==> src/rtl/mult_wb_arbiter.sv <==
// Writeback arbiter: merges multiplier results with main-pipeline writeback into one RF write port.
// Optional macro MULT_WB_BYPASS_EN enables the direct multiplier-to-RF bypass when the FIFO is empty.
module mult_wb_arbiter #(
    parameter int unsigned DEPTH  = 4,
    parameter int unsigned DATA_W = 32,
    parameter int unsigned ADDR_W = 5
) (
    input  logic                         i_clk,
    input  logic                         i_rst,
    input  logic                         i_mult_ready,
    input  logic [ADDR_W-1:0]            i_mult_rd,
    input  logic [DATA_W-1:0]            i_mult_result,
    input  logic [ADDR_W-1:0]            i_p1_rd,
    input  logic [ADDR_W-1:0]            i_p2_rd,
    input  logic [ADDR_W-1:0]            i_p3_rd,
    input  logic                         i_pipe_we,
    input  logic [ADDR_W-1:0]            i_pipe_rd,
    input  logic [DATA_W-1:0]            i_pipe_data,
    input  logic [ADDR_W-1:0]            i_src_rs,
    input  logic [ADDR_W-1:0]            i_src_rt,
    output logic                         o_rf_we,
    output logic [ADDR_W-1:0]            o_rf_rd,
    output logic [DATA_W-1:0]            o_rf_data,
    output logic                         o_hazard_stall,
    output logic                         o_fifo_full,
    output logic [$clog2(DEPTH+1)-1:0]   o_fifo_count,
    output logic                         o_overflow
);
    localparam int unsigned PTR_W = $clog2(DEPTH);
    localparam int unsigned CNT_W = $clog2(DEPTH + 1);

    typedef struct packed {
        logic [ADDR_W-1:0] rd;
        logic [DATA_W-1:0] data;
    } entry_t;

    entry_t             mem [DEPTH];
    entry_t             head;
    logic [PTR_W-1:0]   rd_ptr;
    logic [PTR_W-1:0]   wr_ptr;
    logic [PTR_W-1:0]   slot_off;
    logic [CNT_W-1:0]   count;
    logic [CNT_W-1:0]   count_next;
    logic               accept;
    logic               empty;
    logic               full;
    logic               pop;
    logic               bypass;
    logic               push_req;
    logic               push;
    logic               drop;
    logic               hit;

    function automatic logic src_hit(input logic [ADDR_W-1:0] rs, input logic [ADDR_W-1:0] rt,
                                     input logic [ADDR_W-1:0] rd);
        return ((rs != '0) && (rs == rd)) || ((rt != '0) && (rt == rd));
    endfunction

    // Arbitration: pipe first, then FIFO head, then (optionally) a direct bypass.
    always_comb begin
        accept = i_mult_ready && (i_mult_rd != '0);
        empty  = (count == '0);
        full   = (count == CNT_W'(DEPTH));
        pop    = !i_pipe_we && !empty;
`ifdef MULT_WB_BYPASS_EN
        bypass = !i_pipe_we && empty && accept;
`else
        bypass = 1'b0;
`endif
        push_req   = accept && !bypass;
        push       = push_req && (!full || pop);
        drop       = push_req && full && !pop;
        count_next = count + CNT_W'(push) - CNT_W'(pop);
        head       = mem[rd_ptr];
    end

    // Decode stall: any source still owed a result in flight, queued, or being written.
    always_comb begin
        slot_off = '0;
        hit = src_hit(i_src_rs, i_src_rt, i_p1_rd) ||
              src_hit(i_src_rs, i_src_rt, i_p2_rd) ||
              src_hit(i_src_rs, i_src_rt, i_p3_rd) ||
              (i_mult_ready && src_hit(i_src_rs, i_src_rt, i_mult_rd)) ||
              (o_rf_we && src_hit(i_src_rs, i_src_rt, o_rf_rd));
        for (int unsigned i = 0; i < DEPTH; i++) begin
            slot_off = PTR_W'(i) - rd_ptr;
            if ((CNT_W'(slot_off) < count) && src_hit(i_src_rs, i_src_rt, mem[i].rd)) begin
                hit = 1'b1;
            end
        end
        o_hazard_stall = hit;
    end

    always_ff @(posedge i_clk) begin
        if (i_rst) begin
            o_rf_we     <= 1'b0;
            o_rf_rd     <= '0;
            o_rf_data   <= '0;
            rd_ptr      <= '0;
            wr_ptr      <= '0;
            count       <= '0;
            o_fifo_full <= 1'b0;
            o_overflow  <= 1'b0;
        end else begin
            if (i_pipe_we) begin
                o_rf_we   <= 1'b1;
                o_rf_rd   <= i_pipe_rd;
                o_rf_data <= i_pipe_data;
            end else if (!empty) begin
                o_rf_we   <= 1'b1;
                o_rf_rd   <= head.rd;
                o_rf_data <= head.data;
            end else if (bypass) begin
                o_rf_we   <= 1'b1;
                o_rf_rd   <= i_mult_rd;
                o_rf_data <= i_mult_result;
            end else begin
                o_rf_we   <= 1'b0;
            end
            if (push) begin
                wr_ptr <= wr_ptr + PTR_W'(1);
            end
            if (pop) begin
                rd_ptr <= rd_ptr + PTR_W'(1);
            end
            count       <= count_next;
            o_fifo_full <= (count_next == CNT_W'(DEPTH));
            if (drop) begin
                o_overflow <= 1'b1;
            end
        end
    end

    // Storage is not reset; validity comes from count and the pointers.
    always_ff @(posedge i_clk) begin
        if (!i_rst && push) begin
            mem[wr_ptr] <= '{rd: i_mult_rd, data: i_mult_result};
        end
    end

    assign o_fifo_count = count;

endmodule
==> config.mk <==
export PLATFORM = sky130hd
export DESIGN_NAME = mult_wb_arbiter
export DESIGN_NICKNAME = d
export VERILOG_FILES = /design/src/rtl/mult_wb_arbiter.sv
export SDC_FILE = /design/constraint.sdc
export NUM_CORES = 1
export LEC_CHECK = 0
export CORE_MARGIN = 2
export CORE_UTILIZATION = 53
export DETAILED_ROUTE_END_ITERATION = 10
export PLACE_DENSITY = 0.86
export SETUP_SLACK_MARGIN = 0.4
export SLEW_MARGIN = 10
export SYNTH_ARGS = -nofsm -noshare
export SYNTH_HDL_FRONTEND = slang
export SYNTH_SLANG_ARGS = --single-unit
export TNS_END_PERCENT = 20
==> constraint.sdc <==
create_clock -name i_clk -period 3.5 [get_ports i_clk]
set_input_delay 0.7 -clock i_clk [delete_from_list [all_inputs] [get_ports i_clk]]
set_output_delay 0.7 -clock i_clk [all_outputs]
set_load 0.02 [all_outputs]
Word-level counts from Yosys, hierarchy flattened
Memory sizes are Yosys's and may differ from the RTL's. A register that Yosys moved wholly into a read port is not among the register bits. Index checks and enable logic that the tools add are counted.

Bits in registers: 47. Memory bits (writable): 148. Input bits: 103. Output and inout port bits: 44. Word-level logic and storage cells: 109. Memories kept: 1.

Memories: mem (words 4, bits a word 37, read ports 5, clocked after memory_dff 1, wr ports 1, line 37) `entry_t mem [DEPTH];`.

Add/sub/neg operators: 8. Order comparisons: 4. Eq/ne operators: 21. Muxes and demuxes: 14. Reductions and logical operators: 53.

Operators with widths (number): 5-bit equality test (18); 32-bit two-way mux (2); 1-bit logical AND (30); 5-bit nonzero test (3); 1-bit logical OR (14); 2-bit by 3-bit < comparator with 1-bit output (4); 5-bit two-way mux (2); 1-bit two-way mux (8); 3-bit equality test, second input constant (2); 1-bit logical NOT (5); 2-bit by 1-bit adder with 2-bit output, second input constant (2); 2-bit two-way mux (2); 1-bit by 2-bit subtractor with 2-bit output, first input constant (2); 2-bit subtractor, first input constant (2); 3-bit by 1-bit adder with 3-bit output (1); 3-bit logical NOT (1); 3-bit by 1-bit subtractor with 3-bit output (1); 2-bit inequality test, second input constant (1).

Longest topological paths before layout
Depth after elaboration: 11. Mapped depth: 9. Gate-level depth less buffers: 9.

Least setup slack after synthesis
Ideal clock, no wire load.

Path type: in2out. From: input i_src_rs[3]. To: output o_hazard_stall. Arrival time: 2580 ps. Data required time: 2800 ps. Setup slack: 220 ps. Cell stages on the path: 7. Path buffers: 1. Cells stage by stage: buf_2 or4_4 nor2_8 nor4_2 or2_0 o41a_1 a2111o_1.

Cells in the longest elaborated chain, start to end: 11. Elaborated cells on any way between the ends: 42. Those cells by class: eq/ne: 9; mux: 4; reduce/logical: 29.

RTL lines: from (decl) (line 19) `input logic [ADDR_W-1:0] i_src_rs,`; 5-bit equality test or 5-bit nonzero test (tied branches) (line 56) `return ((rs != '0) && (rs == rd)) || ((rt != '0) && (rt == rd));`; 1-bit logical AND (line 56); 1-bit logical OR (line 56); 1-bit logical OR (line 80) `hit = src_hit(i_src_rs, i_src_rt, i_p1_rd) ||`; 1-bit logical OR (line 81) `src_hit(i_src_rs, i_src_rt, i_p2_rd) ||`; 1-bit logical OR (line 82) `src_hit(i_src_rs, i_src_rt, i_p3_rd) ||`; 1-bit logical OR (line 83) `(i_mult_ready && src_hit(i_src_rs, i_src_rt, i_mult_rd)) ||`; 1-bit two-way mux (3 in series) (line 87) `if ((CNT_W'(slot_off) < count) && src_hit(i_src_rs, i_src_rt, mem[i].rd)) begin`; 1-bit two-way mux * (line 87); to (decl) (line 24) `output logic o_hazard_stall,`.

Mark *: on every way between the ends. The rest lies on a longest branch, timed or not.

Worst setup path in the final report
From: input i_src_rs[4]. To: output o_hazard_stall.

Same word-level chain as after synthesis.

==> results.md <==
- Run status: complete, no violations
- Count of pins over their slew limit: 0
- Worst Hold End: o_overflow$_SDFFE_PP0P_
- Most frequent CP cell: buf_6
- Num CTS Buffers: 17
- Worst path max stage delay: 0.57 ns
- R2R Path End: o_fifo_full$_SDFF_PP0_
- Drt total wl: 20110 µm
- Commonest non-fill, non-tap cells in the layout: 148 x edfxtp_1, 130 x clkdlybuf4s50_1, 67 x xnor2_1
- Flop-to-flop setup slack: 1.26 ns
- Placer Congestion: 0.9045
- Cells after Synth: 587
- Synth top area share: 0.5071
- Synth area leaders: edfxtp_1 51%, dfxtp_1 11%, mux4_2 9.5%
- Setup TNS: 0 ns
- Synth area leader: edfxtp_1
- Main synth FF type: edfxtp_1
- IO Port Bufs: 146
- Detailed Routing Iterations Pass 1: 5
- Setup CP Type: input pin to output port
- FF-to-FF path depth: 8
- Wire per inst: 20.13 µm
- Worst Hold Launch: o_overflow$_SDFFE_PP0P_
- WP data arrival: 2.78 ns
- Fin cells: 999
- Post-DRT Antenna Nets: 0
- Pin count of the biggest net entering global routing: 49
- Clock Tree Buf Depth: 2
- Area grow syn2layout: 30.83%
- Row cnt: 47
- Via count: 5526
- Critical path cell sequence: buf_6 -> or4_4 -> nor2_8 -> buf_6 -> nor4_2 -> o21a_1 -> a2111o_1 -> a2111o_1 -> buf_6
- Hold Path Cell Cnt: 2
- Core footprint: 16350 µm²
- DRT iter0 DRCs: 374
- Syn_nets: 701
- P per Cell Area: 593.9 nW/µm²
- Skew-Pair Late Insertion Delay: 0.42 ns
- H-tree levels: 4
- I/O pin cnt: 147
- Startpoint Class: input pin
- Initial Util: 0.5361
- Die ar.: 17580 µm²
- Unrepaired setup endpoints after global routing: true
- GR Util All Layers: 0.2388
- # placed instances: 957
- Setup-failing EPs final: 0
- Mean Syn Cell Area: 14.93 µm²
- Peak Freq: 287.3 MHz
- Worst VDD drop: 0.4275 mV
- EDFF count, synth: 148
- Synth Register Bits: 197
- Post-DP HPWL: 14160 µm
- Clock sink count: 197
- Post-Syn Area: 8765 µm²
- Crit path max fanout: 2
- CTS tree: done
- Root buf cell: clkbuf_16
- Hold Buf Count CTS: 0
- DIE WIDTH: 132.6 µm
- Endpoints failing hold: 0
- Worst hold path class: register to register
- Vias/cell: 5.532
- Register area share after synthesis: 0.6190
- Origin of the critical flop-to-flop path: o_fifo_count[0]$_SDFF_PP0_
- GR Overflow Total: 0
- Initial antenna violation count: 1
- Async S/R FF share, synth: 0
- WP data required: 2.80 ns
- Final worst path period need: 3.481 ns
- Max Cap Viol: 0
- Vias in the first global route: 5876
- Filler instances: 1111
- Setup crit start: i_src_rs[4]
- Worst relative slew slack: 0.3368
- # nets final: 879
- Fraction of layout cells with a size suffix above 1: 0.1864
- Slowest CP cell: or4_4
- Die H: 132.6 µm
- Final cycle utilization of the critical path: 0.9945
- Yosys warnings: 0
- Skew final: 0.01141 ns
- Global-route wire length before repair: 32010 µm
- Worst-path clk slew: 0.07 ns
- Total power draw: 6.810 mW
- DRC: 0
- Slew @ Worst Pin: 0.9948 ns
- Commonest non-fill, non-tap cell in the layout: edfxtp_1
- Crit. End Element: output port
- Post-synth cell types: 38
- Leak pwr: 4.049 nW
worst max-delay path, delay by kind of cell:
kind	cells	cell delay, ns
AO/OA/AOI/OAI	3	0.97
AND/OR/NAND/NOR	3	0.75
buffers and inverters	3	0.35
Yosys cell counts, drive strengths merged (3+ instances only):
cell type	count
nor4	7
nor2	51
inv	8
buf	17
xor2	29
nand2b	3
mux4	37
and2	5
nand2	6
mux2i	38
nor3	11
nand3	21
xnor2	67
edfxtp	148
nor2b	3
clkbuf	20
ha	10
a211oi	37
dfxtp	49
or4	3
what timing repair did:
action	in CTS	in global routing
setup endpoints to repair	4	12
hold endpoints to repair	0	0
buffers inserted	9	0
pin swaps	12	2
resized for setup	39	12
metrics by stage:
step / hold WS, ns / cell area, µm² / util / setup WS [ns]
after global placement: 0.4529 / 10700 / 0.6545 / -0.6044
after detailed placement: 0.4732 / 10700 / 0.6545 / -0.6091
after floorplan: 0.5175 / 8765 / - / 0.2202
after CTS: 0.4897 / 11430 / 0.6991 / 0.02465
after global routing: 0.5233 / 11460 / 0.7013 / -0.04393
final: 0.4867 / 11470 / 0.7014 / 0.01925
registers in the layout, summed over array words and instances (netlist names), named ones only:
name          cells
mem             148
o_fifo_count      3
o_fifo_full       1
o_rf_data        32
rd_ptr            2
o_overflow        1
wr_ptr            2
o_rf_rd           5
o_rf_we           1
metal layers:
metal	share of wire	wire length, µm	global-route usage
met1	0.41	8173	0.3008
met2	0.53	10570	0.4188
met3	0.047	954	0.04330
met4	0.020	410	0.08005
met5	0	0	0
layout make-up:
| cell class | count | area, µm² | area share |
|---|---|---|---|
| tap | 220 | 275.3 | 0.02400 |
| timing repair buffer | 196 | 1919 | 0.1674 |
| sequential | 197 | 5428 | 0.4733 |
| inverter | 8 | 30.03 | 0.002619 |
| multi-input combinational | 345 | 3216 | 0.2804 |
| clock buffer | 17 | 425.4 | 0.03710 |
| clock inverter | 15 | 171.4 | 0.01495 |
| antenna | 1 | 2.502 | 0.0002182 |
where the power goes:
part	switching (mW)	internal, mW
combinational	0.977	0.971
clock	0.859	1.07
sequential	0.178	2.75
logic make-up (layout without fill, tap and decap cells):
| group | Yosys count | in the layout | synth area share |
|---|---|---|---|
| DFF | 197 | 197 | 0.6190 |
| and+or+nand+nor | 112 | 112 | 0.06253 |
| xor gates and xnor gates | 96 | 96 | 0.09593 |
| muxes | 75 | 75 | 0.1385 |
| AOI/OAI and AO/OA | 51 | 51 | 0.04454 |
| buffers and inverters | 45 | 236 | 0.02298 |
| adders and majority gates | 11 | 11 | 0.01656 |
| other | 0 | 1 | 0 |
worst max-delay path by stage:
stage,end,slack [ns],depth (start not counted)
2_1_floorplan,o_hazard_stall,0.22,7
3_3_place_gp,o_hazard_stall,-0.60,8
3_5_place_dp,o_hazard_stall,-0.61,8
4_1_cts,o_hazard_stall,0.02,9
5_1_grt,o_hazard_stall,-0.04,9
6_report,o_hazard_stall,0.02,9
Power figures use the tool's default switching activity.
